==> config.mk <==
export PLATFORM = sky130hd
export DESIGN_NAME = adc_tap_seek_ctrl
export DESIGN_NICKNAME = d
export VERILOG_FILES = /design/src/rtl/adc_tap_seek_ctrl.sv
export SDC_FILE = /design/constraint.sdc
export NUM_CORES = 1
export LEC_CHECK = 0
export CAP_MARGIN = 20
export CORE_ASPECT_RATIO = 0.7
export CORE_MARGIN = 3
export CORE_UTILIZATION = 55
export CTS_CLUSTER_SIZE = 16
export DETAILED_ROUTE_END_ITERATION = 12
export GPL_TIMING_DRIVEN = 0
export PLACE_DENSITY = 0.87
export SYNTH_ARGS = -nofsm -noshare
export SYNTH_HDL_FRONTEND = slang
export SYNTH_SLANG_ARGS = --single-unit
==> constraint.sdc <==
create_clock -name clk_div_a -period 6.21 [get_ports clk_div_a]
set_input_delay 1.242 -clock clk_div_a [delete_from_list [all_inputs] [get_ports clk_div_a]]
set_output_delay 1.242 -clock clk_div_a [all_outputs]
set_load 0.01 [all_outputs]
==> src/rtl/adc_tap_seek_ctrl.sv <==
// Channel-A frame-clock IDELAY eye search: sweeps all 32 taps against the training pattern,
// loads the centre of the longest passing window and confirms it by readback.
module adc_tap_seek_ctrl #(
   parameter logic [7:0]  TRAIN_PATTERN = 8'hA5,
   parameter int unsigned SETTLE_CYC    = 16,
   parameter int unsigned N_SAMPLES     = 256,
   parameter int unsigned MIN_EYE       = 4
) (
   input  logic       clk_div_a,
   input  logic       sys_rst_n,
   input  logic       gclk_sd_lockeda,
   input  logic       seek_start,
   input  logic [7:0] adc_frame,
   input  logic [4:0] a_CNTVALUEOUT,
   output logic [4:0] a_CNTVALUEIN,
   output logic       a_load,
   output logic       auto_seek_rsta,
   output logic       seek_busy,
   output logic       seek_done,
   output logic       seek_err,
   output logic [4:0] eye_start,
   output logic [5:0] eye_len
);

   localparam int unsigned     CntW       = 16;
   localparam logic [CntW-1:0] SettleLast = CntW'(SETTLE_CYC - 1);
   localparam logic [CntW-1:0] SampleLast = CntW'(N_SAMPLES - 1);
   localparam logic [5:0]      MinEye     = 6'(MIN_EYE);

   typedef enum logic [3:0] {
      StIdle, StRstDly, StLoad, StSettle, StSample, StEval,
      StFinalLoad, StFinalSettle, StVerify, StDone, StErr
   } state_e;

   state_e          state_q, state_d;
   logic [CntW-1:0] cnt_q, cnt_d;
   logic [4:0]      tap_q, tap_d;
   logic [4:0]      cur_start_q, cur_start_d;
   logic [4:0]      best_start_q, best_start_d;
   logic [5:0]      cur_len_q, cur_len_d;
   logic [5:0]      best_len_q, best_len_d;
   logic            fail_q, fail_d;
   logic [4:0]      final_tap;
   logic            idle_like, start_acc;

   logic [4:0] cntvalue_d, eye_start_d;
   logic [5:0] eye_len_d;
   logic       load_d, rsta_d, busy_d, done_d, err_d;

   assign idle_like = (state_q == StIdle) || (state_q == StDone) || (state_q == StErr);
   assign start_acc = idle_like && seek_start && gclk_sd_lockeda;
   assign cnt_d     = (state_d == state_q) ? cnt_q + CntW'(1) : '0;

   // Scoring datapath; depends on state_q only so the FSM can see the post-EVAL best window.
   always_comb begin
      tap_d        = tap_q;
      cur_start_d  = cur_start_q;
      cur_len_d    = cur_len_q;
      best_start_d = best_start_q;
      best_len_d   = best_len_q;
      fail_d       = fail_q;
      if (start_acc) begin
         tap_d        = '0;
         cur_start_d  = '0;
         cur_len_d    = '0;
         best_start_d = '0;
         best_len_d   = '0;
      end
      unique case (state_q)
         StLoad:   fail_d = 1'b0;
         StSample: if (adc_frame != TRAIN_PATTERN) fail_d = 1'b1;
         StEval: begin
            if (!fail_q) begin
               if (cur_len_q == 6'd0) cur_start_d = tap_q;
               cur_len_d = cur_len_q + 6'd1;
               // Strictly greater: the earliest of equal-length windows is kept.
               if (cur_len_d > best_len_q) begin
                  best_len_d   = cur_len_d;
                  best_start_d = cur_start_d;
               end
            end else begin
               cur_len_d = '0;
            end
            if (tap_q != 5'd31) tap_d = tap_q + 5'd1;
         end
         default: ;
      endcase
      final_tap = best_start_d + best_len_d[5:1];
   end

   always_ff @(posedge clk_div_a) begin
      if (!sys_rst_n) begin
         state_q      <= StIdle;
         cnt_q        <= '0;
         tap_q        <= '0;
         cur_start_q  <= '0;
         cur_len_q    <= '0;
         best_start_q <= '0;
         best_len_q   <= '0;
         fail_q       <= 1'b0;
      end else begin
         state_q      <= state_d;
         cnt_q        <= cnt_d;
         tap_q        <= tap_d;
         cur_start_q  <= cur_start_d;
         cur_len_q    <= cur_len_d;
         best_start_q <= best_start_d;
         best_len_q   <= best_len_d;
         fail_q       <= fail_d;
      end
   end

   always_comb begin
      state_d = state_q;
      if (!gclk_sd_lockeda && !idle_like) begin
         state_d = StIdle;
      end else begin
         unique case (state_q)
            StIdle, StDone, StErr: if (start_acc) state_d = StRstDly;
            StRstDly:      state_d = StLoad;
            StLoad:        state_d = StSettle;
            StSettle:      if (cnt_q == SettleLast) state_d = StSample;
            StSample:      if (cnt_q == SampleLast) state_d = StEval;
            StEval: begin
               if (tap_q != 5'd31)          state_d = StLoad;
               else if (best_len_d >= MinEye) state_d = StFinalLoad;
               else                          state_d = StErr;
            end
            StFinalLoad:   state_d = StFinalSettle;
            StFinalSettle: if (cnt_q == SettleLast) state_d = StVerify;
            StVerify:      state_d = (a_CNTVALUEOUT == final_tap) ? StDone : StErr;
            default:       state_d = StIdle;
         endcase
      end
   end

   // Outputs are decoded from the next state and registered, so they align with state_q.
   always_comb begin
      load_d      = (state_d == StLoad) || (state_d == StFinalLoad);
      rsta_d      = (state_d == StRstDly);
      busy_d      = (state_d != StIdle) && (state_d != StDone) && (state_d != StErr);
      done_d      = (state_d == StDone);
      err_d       = (state_d == StErr);
      cntvalue_d  = a_CNTVALUEIN;
      eye_start_d = eye_start;
      eye_len_d   = eye_len;
      if (state_d == StLoad)           cntvalue_d = tap_d;
      else if (state_d == StFinalLoad) cntvalue_d = final_tap;
      if ((done_d || err_d) && (state_d != state_q)) begin
         eye_start_d = best_start_d;
         eye_len_d   = best_len_d;
      end
   end

   always_ff @(posedge clk_div_a) begin
      if (!sys_rst_n) begin
         a_CNTVALUEIN   <= '0;
         a_load         <= 1'b0;
         auto_seek_rsta <= 1'b0;
         seek_busy      <= 1'b0;
         seek_done      <= 1'b0;
         seek_err       <= 1'b0;
         eye_start      <= '0;
         eye_len        <= '0;
      end else begin
         a_CNTVALUEIN   <= cntvalue_d;
         a_load         <= load_d;
         auto_seek_rsta <= rsta_d;
         seek_busy      <= busy_d;
         seek_done      <= done_d;
         seek_err       <= err_d;
         eye_start      <= eye_start_d;
         eye_len        <= eye_len_d;
      end
   end

endmodule

==> flow_summary.toml <==
[outcome]
run_status = "finished, final reports clean"

[floorplanning]
initial_utilization_pct = 58.57
fp.dieArea_sq_um = 7853
num_io_pins = 38
die_h_microns = 75.05
chipWidth_microns = 104.6
row_count = 24
core-area_sq_um = 6396

[synthesis]
post-synth-top-area-cell = "dfxtp_1"
synth.yosys.warnings = 0
synth_top_family_by_area = "simple AND/OR/NAND/NOR gates"
postSynth.topFlopCell = "dfxtp_1"
synth_simple_gate_area_share_pct = 22.68
synth_seq_cells = 69
synth_compound_area_share_pct = 18.07
synth_most_common_cell = "dfxtp_1"
synthAdderAreaFrac_pct = 5.544
yosys.area_share.xor_xnor_pct = 7.014
synthDominantCellAreaShare_pct = 36.87
synth.mux.area_fraction_pct = 4.342
synthArstFlopShare_pct = 0
synth_area_leaders = "dfxtp_1 37%, nor2_1 6.6%, ha_1 5.0%"
postSynthAreaPerCell_sq_um = 8.091
mappedNetlistArea_sq_um = 3746
synth_enable_flop_cells = 0
part_of_the_yosys_area_used_for_sequential_elements_pct = 36.87
synth_nets = 496
synth.distinct_cells = 62
instance_count_of_the_mapped_netlist = 463
netlist_top_cells_count = "69 x dfxtp_1, 66 x nor2_1, 46 x nand2_1"

[clock_tree]
ctsHoldBuffers = 0
worst_skew_pair.late_latency_ps = 360
clockBufferDepth = 2
clkTransAtPathRegs_ps = 80
cts-buffers-inserted = 9
cell_at_the_root_of_the_clock_tree = "clkbuf_8"
tritoncts = "yes"
cts_sinks = 69
htree_depth = 3

[power]
vdd_drop_max_v = 0.0001455
power.static_leakage_uw = 0.001824
power-per-cell-area_nw_per_um2 = 218.2

[worst_setup_path]
timing.rr.start = "cur_len_q[2]"
slowest_stage = "a311o_2"
critical_path_class = "register to register"
critPathMaxFanout = 10
worst_ep_required_time_ps = 6450
worst_setup_path_startpoint = "cur_len_q[2]"
worst_setup_path_end_kind = "register"
ff2ff_setup_slack_ps = 300
crit_arrival_ps = 6150
worst_setup_path_start_kind = "register"
critical_path.max_stage_delay_ps = 460

[timing]
maxClockFrequency_mhz = 169.2
worst_hold_slack_ps = 464.9
layout_min_cycle_time_ps = 5910
finalCritPeriodShare_pct = 95.17
clock_skew_ps = 16.42
worstMarginPinSlew_ps = 897.7
maxSlewHeadroom_pct = 39.52
report.final.slew_viol_count = 0
final_critical_path_setup_slack_ps = 299.7
grt_setup_unrepaired = "false"
finalHoldViolations = 0
finalSetupViolations = 0

[cells_and_area]
finalNetCount = 545
multi_input_area_sq_um = 2186
layout.filler_cells = 518
area_delta_synth_final_pct = 19.51
diodes = 0
register_area_sq_um = 1383
post_route_cells_drive_above_1_share_pct = 8.124

[drt]
wirelength_microns = 9564
drt_iter0_markers = 323
vias = 3565
number_of_optimization_iterations_in_the_first_detailed_route_pass = 5
detail-route-antenna-nets = 0
remaining_drc_errors = 0
post_drt_via_cell_ratio = 5.863
drt-wirelength-per-cell_microns = 15.73

[global_routing]
via_count_of_the_first_global_routing_pass = 3174
grt_pass1_wl_microns = 15390
grt_util_all_layers_pct = 25.05
grt_max_degree = 12
grt_overflow = 0
number_of_antenna_violations_at_the_first_check_in_global_routing = 0

[placement]
detailedPlacementHpwl_microns = 6950
pre_cts_ws_ps = -101.1
gp_congestion = 0.9562
io_buffers = 36

[hold_path]
worst_hold_launch = "eye_start[2]"
hold_crit_class = "register to register"

[flow_run]
timing.max_cap.violations = 0
-- worst paths after layout --
| path | endpoint | cells after the start |
|---|---|---|
| worst max-delay path | eye_len[5] | 25 |
| worst min-delay path | eye_start[2] | 2 |
| worst max register to register | eye_len[5] | 25 |
| worst min register to register | eye_start[2] | 2 |
-- cell usage in the layout (no fill, tap or decap), types with 13 or more instances in the layout --
cell type         n
nor2_1           65
xor2_1           16
nand2_1          46
dfxtp_1          68
a21oi_1          19
nand3_1          19
a22oi_1          14
ha_1             15
mux2i_1          14
nor3_1           13
o21ai_0          24
clkdlybuf4s50_1  36
inv_1            30
-- state kept, by name (all words and copies together), names as in the netlist --
name,flops
a_CNTVALUEIN,5
a_load,1
auto_seek_rsta,1
best_len_q,6
best_start_q,5
cnt_q,16
cur_len_q,6
cur_start_q,5
eye_len,6
eye_start,5
fail_q,1
seek_busy,1
seek_done,1
seek_err,1
state_q,4
tap_q,5
-- through the flow --
stage	power, uW	instance area (sq um)	TNS, ps	utilization [%]	instances
2_1_floorplan	550.4	3746	0	-	463
3_3_place_gp	588.2	4220	0	65.98	590
3_5_place_dp	592.4	4220	-769.2	65.98	590
4_1_cts	977.9	4441	0	69.42	606
5_1_grt	1010	4477	0	69.99	608
6_report	976.8	4477	0	69.99	608
-- layer usage --
layer	global-route usage (%)	share of wire (%)	vias up
li1	-	-	1723
met1	32.31	45	1625
met2	38.84	43	199
met3	9.854	11	18
met4	8.879	1.7	0
met5	0	0	-
-- final cells by class --
cell class / count / share of cell area, %
buffer: 16 / 1.928
clock buffer: 13 / 3.773
clock inverter: 3 / 0.9503
inverter: 32 / 2.711
multi-input combinational: 346 / 48.83
sequential: 69 / 30.88
tap: 91 / 2.543
timing repair buffer: 38 / 8.385
-- what timing repair did --
item / in CTS / in global routing
buffers inserted: 0 / 2
cloned: 0 / 0
gates resized for setup: 2 / 10
setup endpoints to repair: 21 / 32
pin swaps: 0 / 1
-- kinds of logic (layout without fill, tap and decap cells) --
family | Yosys count | in the layout
compound gates | 101 | 101
xor+xnor | 30 | 30
fa+ha+maj | 16 | 16
buf+inv | 48 | 102
flops | 69 | 69
mux | 16 | 16
simple gates | 183 | 183
-- critical path, delay by kind of cell, from the launching register on --
kind / cells / cell delay (ps)
xor+xnor: 2 / 560
buf+inv: 4 / 670
flops: 1 / 440
fa+ha+maj: 3 / 970
compound gates: 8 / 1810
mux: 1 / 130
simple gates: 7 / 1200
-- where the power goes --
group | internal, uW | switching, uW | total [uW]
logic | 48.8 | 79.3 | 128
clock network | 218 | 173 | 391
registers | 452 | 6.32 | 458
Power figures use the tool's default switching activity.
